--- src/rtl/sr_bank.sv ---
// Bank of WIDTH clocked set/reset latches with selectable conflict priority,
// optional edge-triggered set, synchronous clear, transition pulses and popcount.
module sr_bank #(
   parameter int unsigned     WIDTH    = 8,
   parameter int unsigned     RESETS   = 2,
   parameter int unsigned     PRIORITY = 0,
   parameter int unsigned     EDGE     = 0,
   parameter logic [WIDTH-1:0] INIT    = '0
) (
   input  logic                         clk,
   input  logic                         reset,
   input  logic [WIDTH-1:0]             s,
   input  logic [WIDTH*RESETS-1:0]      r,
   input  logic                         clr,
   output logic [WIDTH-1:0]             q,
   output logic [WIDTH-1:0]             q_bar,
   output logic [WIDTH-1:0]             rose,
   output logic [WIDTH-1:0]             fell,
   output logic [$clog2(WIDTH+1)-1:0]   count,
   output logic                         any
);

   localparam int unsigned CW = $clog2(WIDTH + 1);

   function automatic logic [CW-1:0] popcnt(input logic [WIDTH-1:0] v);
      logic [CW-1:0] n;
      n = '0;
      for (int i = 0; i < int'(WIDTH); i++) begin
         n = n + CW'(v[i]);
      end
      return n;
   endfunction

   localparam logic [CW-1:0] INIT_COUNT = popcnt(INIT);

   logic [WIDTH-1:0] s_prev;
   logic [WIDTH-1:0] r_int;
   logic [WIDTH-1:0] set_eff;
   logic [WIDTH-1:0] q_next;

   always_comb begin
      r_int = '0;
      for (int c = 0; c < int'(WIDTH); c++) begin
         for (int k = 0; k < int'(RESETS); k++) begin
            r_int[c] = r_int[c] | r[c + int'(WIDTH) * k];
         end
      end
   end

   // s_prev starts at 0 after reset, so s already high on the first edge counts as a rise
   assign set_eff = (EDGE != 0) ? (s & ~s_prev) : s;

   always_comb begin
      q_next = q;
      for (int c = 0; c < int'(WIDTH); c++) begin
         if (clr) begin
            q_next[c] = 1'b0;
         end else begin
            case ({set_eff[c], r_int[c]})
               2'b10:   q_next[c] = 1'b1;
               2'b01:   q_next[c] = 1'b0;
               2'b11: begin
                  case (PRIORITY)
                     1:       q_next[c] = 1'b1;
                     2:       q_next[c] = 1'b0;
                     3:       q_next[c] = ~q[c];
                     default: q_next[c] = q[c];
                  endcase
               end
               default: q_next[c] = q[c];
            endcase
         end
      end
   end

   always_ff @(posedge clk or posedge reset) begin
      if (reset) begin
         q      <= INIT;
         rose   <= '0;
         fell   <= '0;
         count  <= INIT_COUNT;
         any    <= |INIT;
         s_prev <= '0;
      end else begin
         q      <= q_next;
         rose   <= ~q & q_next;
         fell   <= q & ~q_next;
         count  <= popcnt(q_next);
         any    <= |q_next;
         s_prev <= s;
      end
   end

   assign q_bar = ~q;

endmodule
--- config.mk ---
export PLATFORM = sky130hd
export DESIGN_NAME = sr_bank
export DESIGN_NICKNAME = d
export VERILOG_FILES = /design/src/rtl/sr_bank.sv
export SDC_FILE = /design/constraint.sdc
export NUM_CORES = 1
export LEC_CHECK = 0
export CORE_ASPECT_RATIO = 0.8
export CORE_MARGIN = 2
export CORE_UTILIZATION = 30
export DETAILED_ROUTE_END_ITERATION = 16
export REMOVE_ABC_BUFFERS = 1
export SLEW_MARGIN = 10
export SYNTH_ARGS = -nofsm -noshare
export SYNTH_HDL_FRONTEND = slang
export SYNTH_SLANG_ARGS = --single-unit
--- constraint.sdc ---
create_clock -name clk -period 3.2 [get_ports clk]
set_input_delay 0.64 -clock clk [delete_from_list [all_inputs] [get_ports clk]]
set_output_delay 0.64 -clock clk [all_outputs]
set_load 0.005 [all_outputs]
==> results of run 1 <==
-- final timing paths --
check                                     end  slack (ns)  depth (start not counted)
setup / recovery           count[1]$_DFF_PP0_       -0.26                         14
hold / removal              rose[7]$_DFF_PP0_        0.47                          1
setup reg to reg           count[1]$_DFF_PP0_        0.14                         11
hold reg to reg             rose[7]$_DFF_PP0_        0.47                          1
max in group asynchronous   fell[3]$_DFF_PP0_        2.20                          3
min in group asynchronous   fell[6]$_DFF_PP0_        0.74                          3
-- per-layer routing --
layer	global-route usage	up-vias
met5	0	-
met2	0.224	53
met3	0.0708	4
li1	-	533
met1	0.164	491
met4	0.0402	0
-- per-stage QoR --
| step | cells | hold slack, ns |
|---|---|---|
| final | 261 | 0.469 |
| after global routing | 261 | 0.499 |
| after CTS | 261 | 0.474 |
| after detailed placement | 250 | 0.466 |
| after global placement | 250 | 0.464 |
| after floorplan | 114 | 0.463 |
-- placed cells by master (no fill, tap or decap), types with 4 or more instances in the layout --
| master | n |
|---|---|
| clkdlybuf4s50_1 | 53 |
| dfrtp_1 | 29 |
| nor2_1 | 19 |
| buf_4 | 19 |
| inv_1 | 15 |
| ha_1 | 9 |
| inv_2 | 8 |
| mux2i_1 | 6 |
| clkbuf_8 | 6 |
| buf_6 | 5 |
| buf_2 | 4 |
-- state kept, by name (all words and copies together) (netlist names) --
name	flops
any	1
count	4
rose	8
fell	8
q	8
-- power by group --
group | internal (mW) | switching, mW | total [mW]
registers | 0.381 | 0.00629 | 0.388
clock network | 0.253 | 0.131 | 0.384
logic | 0.0943 | 0.0556 | 0.150
total | 0.729 | 0.193 | 0.922
-- worst register-to-register path, delay by kind of cell (launching register included) --
family        cells  cell delay (ns)
fa+ha+maj         5             2.00
buf+inv           4             0.24
flops             1             0.41
mux               1             0.24
simple gates      1             0.07
-- area by class of cell --
class / count / area (um^2)
clock buffer: 7 / 86.3
clock inverter: 1 / 30.0
fill: 354 / 1840
inverter: 23 / 86.3
multi-input combinational: 62 / 577
sequential: 29 / 726
tap: 57 / 71.3
timing repair buffer: 82 / 758
-- logic make-up (layout without fill, tap and decap cells) --
| group | count (synthesis) | after routing |
|---|---|---|
| AND/OR/NAND/NOR | 34 | 34 |
| flip-flops | 29 | 29 |
| buffers and inverters | 24 | 113 |
| adder cells (fa/ha/maj) | 16 | 16 |
| multiplexers | 8 | 8 |
| AO/OA/AOI/OAI | 3 | 3 |
| XOR/XNOR | 1 | 1 |
-- timing repair --
action,4_1_cts,5_1_grt
setup endpoints to repair,4,4
resized for setup,46,9
buffers inserted,3,0
gates cloned,0,0
pin swaps,13,8
==> results.yml, run 1 <==
synth:
  synth_top_cell_by_area: "dfrtp_1"
  yosys.area_share.simple: 0.116
  synthAdderAreaFrac: 0.177
  synthCells: 115
  ys_top_cells_by_count: "dfrtp_1, nor2_1, inv_1"
  synth_cell_types: 17
  syn_area_per_cell_um2: 11.3
  synth_xor_area_frac: 0.00672
  async_flop_share: 1.00
  synth_area_leaders: "dfrtp_1, ha_1, nor2_1"
  synth_top_area_frac: 0.557
  synth-seq-area-share: 0.557
  synthMostInstantiatedCell: "dfrtp_1"
  ys_warn_count: 0
  synth_area_mm2: 0.00130
  ys_seq_elements: 29
  synth_edf_count: 0
  synth.area.mux_share: 0.0615
  synth-compound-area-share: 0.0125
  synth_top_family_by_area: "adder cells"
  synth_flop_cell: "dfrtp_1"
global_routing:
  antenna_found_initial: 0
  grt_pass1_wl_um: 5230
  grt_max_degree: 30
  grtUsageTotal: 0.140
  grt_remaining_overflow: 0
  grt_pass1_vias: 1200
route:
  vias_per_cell: 4.14
  dr.pass1.iters: 4
  wl_met3_um: 327
  drc: 0
  postRouteAntennaNets: 0
  route.met2.wl_um: 1370
  drtIter0Drc: 29
  met1Wirelength_um: 1270
  highest_layer: "met4"
  wl_per_cell_um: 11.5
  wirelength_um: 3000
  vias: 1081
die:
  num_io_pins: 64
  start_util: 0.312
  fp.dieW_um: 77.7
  core_area_mm2: 0.00418
  dieArea_mm2: 0.00489
  die_y_um: 62.9
  num_rows: 21
sta:
  tightest_slew_ns: 0.357
  slew_headroom: 0.762
  fin_setup_tns_ns: -0.450
  finalHoldViolCount: 0
  fmax_mhz: 289
  skew_ns: 0.00299
  grt_setup_unrepaired: "true"
  setup_violations: 3
  maxSlewViolCount: 0
  fin_crit_sh: 1.08
  period_minus_slack_ns: 3.46
  finalWorstSetupSlack_ns: -0.263
status:
  outcome: "finished, violations left"
  violations: "setup timing"
finish:
  final_layout_size_suffix_gt1_frac: 0.289
  fin_nets: 246
  fin_util: 0.559
  num_antenna_cells: 0
  areaGrowthSynthToFinish_pct: 79.3
  fin_area_mm2: 0.00233
clock_network:
  clock-root-buffer: "clkbuf_8"
  postCtsHoldBufs: 0
  tritoncts: "yes"
  worstSkewPairLatency_ns: 0.28
  cts.clk_slew.worst_paths_ns: 0.06
  cts_made_buffers: 5
  htreeDepth: 2
  cts_buffer_depth: 2
  cts.sinks: 29
setup_path:
  cpPeakStageDelay_ns: 0.55
  path_class: "in -> reg"
  crit_fanout: 2
  startpoint_type: "input pin"
  rr_startpoint: "q[3]$_DFF_PP0_"
  required_ns: 3.37
  critPathLaunch: "r[9]"
  path_cells: "buf_6 > nor2_4 > ha_4 > mux2i_4 > nor2_2 > inv_2 > fa_1 > fa_1 > fa_1 > inv_2 > ha_4 > inv_2 > fa_2 > inv_1"
  arrival_ns: 3.64
  worstSetupEndpointType: "flip-flop"
  cp_top_family: "adder cells"
  slowest_stage: "fa_1"
  cp.buffers_inverters: 5
power_and_ir_drop:
  finalPower_mw: 0.922
  leakage_nw: 1.13
  p_per_area_mw_per_mm2: 395
  ir_worst_vdd_mv: 0.293
placed_design:
  dp_hpwl_um: 2340
  gp_congestion: 0.708
  detailedPlace.worstSlack_ns: -0.952
  portBuffers: 63
  place_area_mm2: 0.00212
worst_hold_path:
  hp-start: "q[7]$_DFF_PP0_"
  worstHoldPathType: "reg -> reg"
run:
  maxCapViolCount: 0
No activity file was read; power rests on OpenSTA's default activity.
==> run 2, diff against run 1 <==
Settings changed: CTS_CLUSTER_SIZE set to 24, SLEW_MARGIN 10 to unset.
==> results of run 2 <==
No change in the layout: final DEF, timing and power equal those of run 1.
